[src/rtl/shift_deserializer_pkg.sv]
// Shared types and helpers for the serial-in/parallel-out receiver.
// The PARITY state is always declared; only SHIFT_DESER_PARITY_EN builds use it.
package shift_pkg;

    typedef enum logic [1:0] {
        IDLE   = 2'd0,
        SHIFT  = 2'd1,
        PARITY = 2'd2
    } state_e;

    // Data bits XOR parity bit must equal this for a clean even-parity word.
    localparam logic PARITY_EVEN = 1'b0;

    // Bit counter must hold values 0..WIDTH.
    function automatic int cnt_w(input int width);
        return $clog2(width + 1);
    endfunction

endpackage

[src/rtl/shift_deserializer_word_hold_reg.sv]
// Output holding register: keeps a completed word until the consumer takes it,
// and records a sticky overrun when a new word arrives with nowhere to go.
module word_hold_reg #(
    parameter int WIDTH = 8
) (
    input  logic             clk,
    input  logic             reset,
    input  logic             load_i,
    input  logic [WIDTH-1:0] word_i,
    input  logic             perr_i,
    input  logic             out_ready_i,
    input  logic             clr_overrun_i,
    output logic [WIDTH-1:0] out_data_o,
    output logic             out_valid_o,
    output logic             overrun_o,
    output logic             parity_err_o
);

    logic [WIDTH-1:0] data_q, data_d;
    logic             valid_q, valid_d;
    logic             ovr_q, ovr_d;
    logic             perr_q, perr_d;
    logic             accept, drop;

    assign accept = valid_q & out_ready_i;
    // A new word only fits if the slot is empty or is being drained this cycle.
    assign drop   = load_i & valid_q & ~out_ready_i;

    always_comb begin
        data_d  = data_q;
        valid_d = valid_q;
        perr_d  = perr_q;
        if (load_i && !drop) begin
            data_d  = word_i;
            perr_d  = perr_i;
            valid_d = 1'b1;
        end else if (accept) begin
            valid_d = 1'b0;
        end
        ovr_d = (ovr_q & ~clr_overrun_i) | drop;
    end

    always_ff @(posedge clk) begin
        if (reset) begin
            data_q  <= '0;
            valid_q <= 1'b0;
            ovr_q   <= 1'b0;
            perr_q  <= 1'b0;
        end else begin
            data_q  <= data_d;
            valid_q <= valid_d;
            ovr_q   <= ovr_d;
            perr_q  <= perr_d;
        end
    end

    assign out_data_o   = data_q;
    assign out_valid_o  = valid_q;
    assign overrun_o    = ovr_q;
    assign parity_err_o = perr_q;

endmodule

[src/rtl/shift_deserializer.sv]
// Serial-in/parallel-out receiver assembling WIDTH-bit words from a qualified bit stream.
// Define SHIFT_DESER_PARITY_EN to expect a trailing even-parity bit per word.
module shift_deserializer
    import shift_pkg::*;
#(
    parameter int WIDTH     = 8,
    parameter bit MSB_FIRST = 1'b1
) (
    input  logic             clk,
    input  logic             reset,
    input  logic             ser_in_i,
    input  logic             ser_valid_i,
    input  logic             start_i,
    input  logic             clr_overrun_i,
    output logic [WIDTH-1:0] out_data_o,
    output logic             out_valid_o,
    input  logic             out_ready_i,
    output logic             busy_o,
    output logic             overrun_o,
    output logic             parity_err_o
);

    localparam int CW = cnt_w(WIDTH);

    state_e           state_q, state_d;
    logic [CW-1:0]    cnt_q, cnt_d;
    logic [WIDTH-1:0] sr_q, sr_d;

    // start wipes the partial word first, so a bit in the same cycle opens a new frame.
    state_e           st_b;
    logic [CW-1:0]    cnt_b;
    logic [WIDTH-1:0] sr_b, sr_sh;

    logic             load;
    logic [WIDTH-1:0] word;
    logic             perr;

    assign st_b  = start_i ? IDLE : state_q;
    assign cnt_b = start_i ? '0   : cnt_q;
    assign sr_b  = start_i ? '0   : sr_q;
    assign sr_sh = MSB_FIRST ? {sr_b[WIDTH-2:0], ser_in_i} : {ser_in_i, sr_b[WIDTH-1:1]};

    always_comb begin
        state_d = st_b;
        cnt_d   = cnt_b;
        sr_d    = sr_b;
        load    = 1'b0;
        word    = sr_sh;
        perr    = 1'b0;
        if (ser_valid_i) begin
            case (st_b)
                IDLE: begin
                    sr_d    = sr_sh;
                    cnt_d   = CW'(1);
                    state_d = SHIFT;
                end
                SHIFT: begin
                    sr_d = sr_sh;
                    if (cnt_b == CW'(WIDTH - 1)) begin
`ifdef SHIFT_DESER_PARITY_EN
                        cnt_d   = CW'(WIDTH);
                        state_d = PARITY;
`else
                        cnt_d   = '0;
                        state_d = IDLE;
                        load    = 1'b1;
`endif
                    end else begin
                        cnt_d = cnt_b + CW'(1);
                    end
                end
                PARITY: begin
                    cnt_d   = '0;
                    state_d = IDLE;
`ifdef SHIFT_DESER_PARITY_EN
                    // Parity bit is not shifted in; the data word is already complete.
                    load    = 1'b1;
                    word    = sr_b;
                    perr    = (^sr_b) ^ ser_in_i ^ PARITY_EVEN;
`endif
                end
                default: begin
                    cnt_d   = '0;
                    state_d = IDLE;
                end
            endcase
        end
    end

    always_ff @(posedge clk) begin
        if (reset) begin
            state_q <= IDLE;
            cnt_q   <= '0;
            sr_q    <= '0;
        end else begin
            state_q <= state_d;
            cnt_q   <= cnt_d;
            sr_q    <= sr_d;
        end
    end

    assign busy_o = (state_q == SHIFT);

    word_hold_reg #(
        .WIDTH(WIDTH)
    ) u_hold (
        .clk          (clk),
        .reset        (reset),
        .load_i       (load),
        .word_i       (word),
        .perr_i       (perr),
        .out_ready_i  (out_ready_i),
        .clr_overrun_i(clr_overrun_i),
        .out_data_o   (out_data_o),
        .out_valid_o  (out_valid_o),
        .overrun_o    (overrun_o),
        .parity_err_o (parity_err_o)
    );

endmodule

[config.mk]
export PLATFORM = sky130hd
export DESIGN_NAME = shift_deserializer
export DESIGN_NICKNAME = d
export VERILOG_FILES = /design/src/rtl/shift_deserializer_pkg.sv /design/src/rtl/shift_deserializer_word_hold_reg.sv /design/src/rtl/shift_deserializer.sv
export SDC_FILE = /design/constraint.sdc
export NUM_CORES = 1
export LEC_CHECK = 0
export ABC_AREA = 1
export BUFFER_PORTS_ARGS = -buffer_cell sky130_fd_sc_hd__buf_2
export CAP_MARGIN = 10
export CORE_MARGIN = 4
export CORE_UTILIZATION = 55
export CTS_CLUSTER_DIAMETER = 150
export DETAILED_ROUTE_END_ITERATION = 8
export HOLD_SLACK_MARGIN = 0.05
export PLACE_DENSITY = 0.8
export REMOVE_ABC_BUFFERS = 1
export SLEW_MARGIN = 20
export SYNTH_ARGS = -nofsm -noshare
export SYNTH_HDL_FRONTEND = slang
export SYNTH_HIERARCHICAL = 1
export SYNTH_SLANG_ARGS = --single-unit
[constraint.sdc]
create_clock -name clk -period 2.13 [get_ports clk]
set_input_delay 0.213 -clock clk [delete_from_list [all_inputs] [get_ports clk]]
set_output_delay 0.213 -clock clk [all_outputs]
set_load 0.005 [all_outputs]
==> metrics, run 1 <==
run status=finished, final reports clean; Yosys Warn Count=6; Final nets=200; Rows=16; CTS H-Tree Depth=1; Post-Place Worst Slack=318.6 ps; clock-pin slew on the worst setup and hold paths=130 ps; Max VDD drop=550.9 µV; kind of critical path=flip-flop to flip-flop; Netlist cell types=24; Worst Clk Skew=12.22 ps; syn_area_per_cell=7.073 µm²; share of cells above drive strength 1=24.08%; leakage=0.6531 nW; Final TNS setup=0 ps; DRT Wirelength=2265 µm; IO Pins=19; RSZ-0062 raised after global routing=no; Critical Path AT=1910 ps; number of max-cap violations=0; setup slack, reg-to-reg=450 ps; DR iter-0 viols=21; Synth area leaders=dfxtp_1, nor2_1, nand2_1; DRT Pass-1 Iters=4; largest area contributor in the netlist=dfxtp_1; via count=1075; #FFs+latches synth=24; fmax=594.4 MHz; power density cells=622.3 nW/µm²; reg2reg end=u_hold/out_data_o[3]; Overall Power=0.0008565 W; mapped cell area=1224 µm²; CTS resizes=0; later-pin clock latency in the skew report=320 ps; setup violators final=0; final worst slack=447.5 ps; Die X=55.17 µm; hold slack=119.2 ps; drt wl/cell=10.39 µm; # fillers=186; vias in the first global route=998; CTS Sinks=24; CTS Hold Bufs=0; antenna cells=0; CTS tree=yes; number of remaining DRC errors=0; die height=55.17 µm; worst setup path start=cnt_q[1]; crit path time final=1683 ps; largest net degree at the start of global routing=21; Hold Crit Class=input port to flip-flop; Global Route Usage Sum=18.27%; CORE AREA=2042 µm²; Worst EP required=2360 ps; Longest Clk Path Bufs=2; worst-path fanout max=20; first-pass GRT wire length=4064 µm; final slew viol count=0; initial antenna violation count=0; RD Place Congestion=0.9153; Setup Fix Bufs, Post-CTS=0; Detailed Place HPWL=1724 µm; Via density=4.931; r2r worst-path depth=11; final-report hold violation count=0; GR Overflow Total=0; Syn Inst Count=173; crit path launch type=flip-flop; top cell type's share of synthesized area=39.26%; post-synthesis sequential area ratio=39.26%; CTS buffer count=3; Worst R2R Start=cnt_q[1]; post-route ant nets=0; buffers added on ports=18; period utilization=78.99%; Syn-to-layout area delta=12.47%; crit end category=flip-flop; clock root buffer=clkbuf_4; Starting Density=59.93%; CP endpoint=u_hold/out_data_o[3]; die area=3044 µm²
-- metal layers --
metal	up-vias	GRT usage [%]	part of all wire, %
met5	-	0	0
met4	0	4.858	1.3
met3	4	5.898	7.5
met2	37	32.09	49
met1	477	21.17	42
li1	557	-	-
-- synth_stat cells --
| cell | instances |
|---|---|
| clkinv_4 | 1 |
| buf_6 | 1 |
| nor2_2 | 4 |
| buf_2 | 2 |
| nand2_8 | 1 |
| a21oi_1 | 2 |
| clkinv_1 | 1 |
| nor2_4 | 1 |
| nand2_4 | 2 |
| dfxtp_1 | 24 |
| o21ai_0 | 9 |
| inv_2 | 2 |
| nand2_1 | 29 |
| ha_1 | 1 |
| a21oi_2 | 10 |
| buf_8 | 1 |
| inv_1 | 28 |
| inv_8 | 1 |
| nand3_1 | 14 |
| buf_4 | 1 |
| conb_1 | 1 |
| nor2_1 | 35 |
| nand3_2 | 1 |
| o21ai_1 | 1 |
-- layout by cell type (no fill, tap or decap), drive strengths merged --
| cell type | netlist | routed |
|---|---|---|
| conb | 1 | 1 |
| nand2 | 32 | 32 |
| buf | 5 | 19 |
| nor2 | 40 | 40 |
| clkbuf | 0 | 3 |
| bufinv | 0 | 1 |
| clkinv | 2 | 2 |
| o21ai | 10 | 10 |
| inv | 31 | 31 |
| ha | 1 | 1 |
| a21oi | 12 | 12 |
| nand3 | 15 | 15 |
| dfxtp | 24 | 24 |
-- registers in the layout (all words and copies together) (netlist names) --
name                 cells
cnt_q                    4
sr_q                     7
state_q                  2
u_hold/out_data_o        8
u_hold/out_valid_o       1
u_hold/overrun_o         1
u_hold/parity_err_o      1
-- worst max-delay path, cell delays in order (launching register included) --
cell and delay (ps):
dfxtp_1 330, inv_1 40, nor2_2 140, ha_1 210, nand3_2 90, nor2_2 130
nand2_1 70, nor2_1 170, buf_12 190, nand3_1 100, nand2_1 70, nor2_1 50
-- where the power goes --
part	switching (W)	internal (W)	total, W
clock network	0.000135	0.000190	0.000325
registers	0.00000309	0.000459	0.000462
logic	0.0000476	0.0000220	0.0000696
total	0.000186	0.000671	0.000857
-- logic make-up (layout without fill, tap and decap cells) --
family,after synthesis,in the layout,share of synthesized area (%)
AO/OA/AOI/OAI,22,22,12.06
adder cells (fa/ha/maj),1,1,1.022
buffers and inverters,38,56,14.72
flip-flops,24,24,39.26
other,1,1,0.3065
AND/OR/NAND/NOR,87,87,32.62
-- per-stage QoR --
stage / utilization, % / std cells / instance area (µm²)
finish: 67.40 / 218 / 1376
global route: 67.40 / 218 / 1376
CTS: 67.40 / 218 / 1376
detailed placement: 64.83 / 214 / 1324
global placement: 64.83 / 214 / 1324
floorplan: - / 168 / 1180
-- layout make-up --
class	instances	area, µm²	share of cell area, %
sequential	24	480.5	34.91
inverter	33	136.4	9.909
clock inverter	1	30.03	2.182
multi-input combinational	111	563.0	40.91
timing repair buffer	19	110.1	8.000
tap	27	33.78	2.455
clock buffer	3	22.52	1.636
-- how the worst min path moves through the flow --
stage                     start            endpoint  slack (ps)  cells past startpoint
after global placement    reset    u_hold/overrun_o         450                      2
after detailed placement  reset  u_hold/out_valid_o         450                      2
after CTS                 reset  u_hold/out_valid_o         110                      2
final                     reset  u_hold/out_valid_o         120                      2
after global routing      reset  u_hold/out_valid_o         120                      2
after floorplan           reset  u_hold/out_valid_o         280                      1
Power figures use the tool's default switching activity.
==> run 2: changes to the inputs <==
--- a/config.mk
+++ b/config.mk
@@ -9,11 +9,11 @@
 export BUFFER_PORTS_ARGS = -buffer_cell sky130_fd_sc_hd__buf_2
 export CAP_MARGIN = 10
 export CORE_MARGIN = 4
-export CORE_UTILIZATION = 55
+export CORE_UTILIZATION = 49
 export CTS_CLUSTER_DIAMETER = 150
 export DETAILED_ROUTE_END_ITERATION = 8
 export HOLD_SLACK_MARGIN = 0.05
-export PLACE_DENSITY = 0.8
+export PLACE_DENSITY = 0.75
 export REMOVE_ABC_BUFFERS = 1
 export SLEW_MARGIN = 20
 export SYNTH_ARGS = -nofsm -noshare
==> constraint.sdc (replaced) <==
create_clock -name clk -period 1.4 [get_ports clk]
set_input_delay 0.14 -clock clk [delete_from_list [all_inputs] [get_ports clk]]
set_output_delay 0.14 -clock clk [all_outputs]
set_load 0.005 [all_outputs]
==> run 2 against run 1 <==
Against the previous run:
- largest cell class unchanged
- register-to-register slack worse by 590 ps
- the flow now finishes with violations (negative setup slack)
- final cell count grew 6.9%
- critical path depth unchanged
- sequential share of layout area is 2.7 points lower
- die area up 10%
- maximum frequency is 9.1% higher
- worst hold slack got worse by 59 ps
==> metrics, run 2 (synthesis results as in run 1) <==
Largest register FFs=8 (unchanged); CTS Sinks=24 (unchanged); clock root buffer=clkbuf_4; buffers and inverters on the worst path=3 (+1); Seq pwr share=59.1% (+5.2 points); share of cells above drive strength 1=32.68% (+8.6 points); first-pass GRT wire length=4340 µm (+6.8%); die height=57.97 µm (+5.1%); CTS H-Tree Depth=1 (unchanged); critical-path cell list=inv_2, nor2_2, ha_2, nand3_2, nor2_2, nand2_2, nor2_4, buf_6, buf_12, a21oi_2, nor2_1; final worst slack=-142.5 ps (-590.0 ps); met1 WL=1102 µm (+16%); number of remaining DRC errors=0 (unchanged); Top delay family on crit path=simple AND/OR/NAND/NOR gates; kind of critical path=flip-flop to flip-flop; Worst Clk Skew=2.857 ps (-9.362 ps); uppermost routed layer=met4; Starting Density=53.27% (-6.7 points); most common cell after layout, fill and taps aside=nor2_1; RSZ-0062 raised after global routing=yes; post-route ant nets=0 (unchanged); setup violators final=11 (+11); failing checks=negative setup slack; power density cells=791.6 nW/µm² (+27%); Comb power frac=10.5% (+2.4 points); Via density=4.811 (-2.4%); crit end category=flip-flop; DRT Wirelength=2528 µm (+12%); r2r worst-path depth=11 (unchanged); DRT Pass-1 Iters=6 (+2); most frequent cells in the layout=nor2_1, nand2_1, inv_1, dfxtp_1, buf_2; buffers added on ports=18 (unchanged); run status=complete, but fails checks; Layout Utilization=65.36% (-2.0 points); via count=1121 (+4.3%); Global Route Usage Sum=16.23% (-2.0 points); CP endpoint=u_hold/out_data_o[6]; final-report hold violation count=0 (unchanged); Post-Place Worst Slack=-146.1 ps (-464.7 ps); RD Place Congestion=0.8176 (-11%); CORE AREA=2297 µm² (+12%); crit path launch type=flip-flop; Detailed Place HPWL=1861 µm (+7.9%); Longest Clk Path Bufs=2 (unchanged); largest net degree at the start of global routing=20 (-4.8%); setup slack, reg-to-reg=-140 ps (-590 ps); drt wl/cell=10.85 µm (+4.4%); crit path time final=1542 ps (-140.0 ps); Rows=17 (+1); final instance count without filler cells=233 (+6.9%); Critical Path AT=1810 ps (-100 ps); Clock power frac=30.4% (-7.6 points); Worst R2R Start=cnt_q[1]; Int Power=0.0009021 W (+34%); fmax=648.3 MHz (+9.1%); initial antenna violation count=0 (unchanged); antenna cells=0 (unchanged); clock-pin slew on the worst setup and hold paths=120 ps (about the same); Syn-to-layout area delta=22.70%; met2 wire length=1237 µm (+11%); worst setup path start=cnt_q[1]; Final nets=214 (+7.0%); Max VDD drop=930.9 µV (+69%); IO Pins=19 (unchanged); # fillers=195 (+4.8%); CTS tree=yes; switch share=24.10% (+2.4 points); CP max stage cell=dfxtp_2; die area=3361 µm² (+10%); period utilization=110.2% (+31 points); number of max-cap violations=0 (unchanged); worst-path fanout max=7 (-65%); leakage=0.7207 nW (+10%); crit-path max cell delay=340 ps (about the same); reg2reg end=u_hold/out_data_o[6]; dpl cells=226 (+5.6%); final slew viol count=0 (unchanged); NetSw=0.0002864 W (+54%); Die X=57.97 µm (+5.1%); DR iter-0 viols=48 (+130%); vias in the first global route=1033 (+3.5%); CTS buffer count=3 (unchanged); GR Overflow Total=0 (unchanged); Worst EP required=1660 ps (-700 ps); Hold Crit Class=input port to flip-flop; WP depth=11 (unchanged); met3 WL=151 µm (-11%); later-pin clock latency in the skew report=310 ps (about the same); critical path's most frequent cell=nor2_2
## run 2: worst register-to-register path, cell delays in order (launching register included)
cell and delay, ps:
dfxtp_2 340, inv_2 30, nor2_2 90, ha_2 200, nand3_2 90, nor2_2 130, nand2_2 80, nor2_4 120
buf_6 150, buf_12 120, a21oi_2 50, nor2_1 100
## run 2: what timing repair did
item                                   4_1_cts  5_1_grt
gates resized for setup                      7        8
endpoints found under the hold margin        2        0
setup endpoints to repair                   11       13
buffers inserted                             4        0
hold buffers                                 1        0
pin swaps                                    0        3
gates cloned                                 1        0
## run 2: worst min-delay path by stage
| stage | startpoint | end | slack (ps) | cells past startpoint |
|---|---|---|---|---|
| 6_report | clr_overrun_i | u_hold/overrun_o | 60 | 4 |
| 5_1_grt | clr_overrun_i | u_hold/overrun_o | 80 | 4 |
| 3_5_place_dp | reset | u_hold/out_valid_o | 390 | 2 |
| 2_1_floorplan | reset | u_hold/out_valid_o | 210 | 1 |
| 3_3_place_gp | reset | u_hold/overrun_o | 370 | 2 |
| 4_1_cts | clr_overrun_i | u_hold/overrun_o | 60 | 4 |
## run 2: routing by layer
| layer | global-route usage, % | vias to the layer above |
|---|---|---|
| li1 | - | 586 |
| met1 | 19.73 | 493 |
| met2 | 29.52 | 34 |
| met3 | 4.009 | 8 |
| met4 | 1.987 | 0 |
| met5 | 0 | - |
## run 2: power by group through the flow
stage          logic [W]  clock network [W]  registers (W)
2_1_floorplan  0.0000699                  0       0.000716
5_1_grt         0.000140           0.000406       0.000705
6_report        0.000125           0.000362       0.000702
4_1_cts         0.000123           0.000373       0.000702
3_3_place_gp    0.000114                  0       0.000716
3_5_place_dp    0.000119                  0       0.000717
## run 2: cell type report
class	count	area [µm²]	area share, %
clock buffer	4	36.28	2.417
inverter	33	136.4	9.083
multi-input combinational	111	578.1	38.50
sequential	24	483.0	32.17
tap	28	35.03	2.333
timing repair buffer	33	232.7	15.50
## run 2: per-stage QoR
step                instance area (µm²)  TNS, ps  power [W]  hold slack (ps)
finish                             1501    -1239   0.001189            59.79
global route                       1501    -2509   0.001251            83.03
CTS                                1508    -1347   0.001199            56.66
detailed placement                 1408    -1302  0.0008360            388.3
global placement                   1408   -918.3  0.0008307            375.0
floorplan                          1180    -8750  0.0007861            209.1
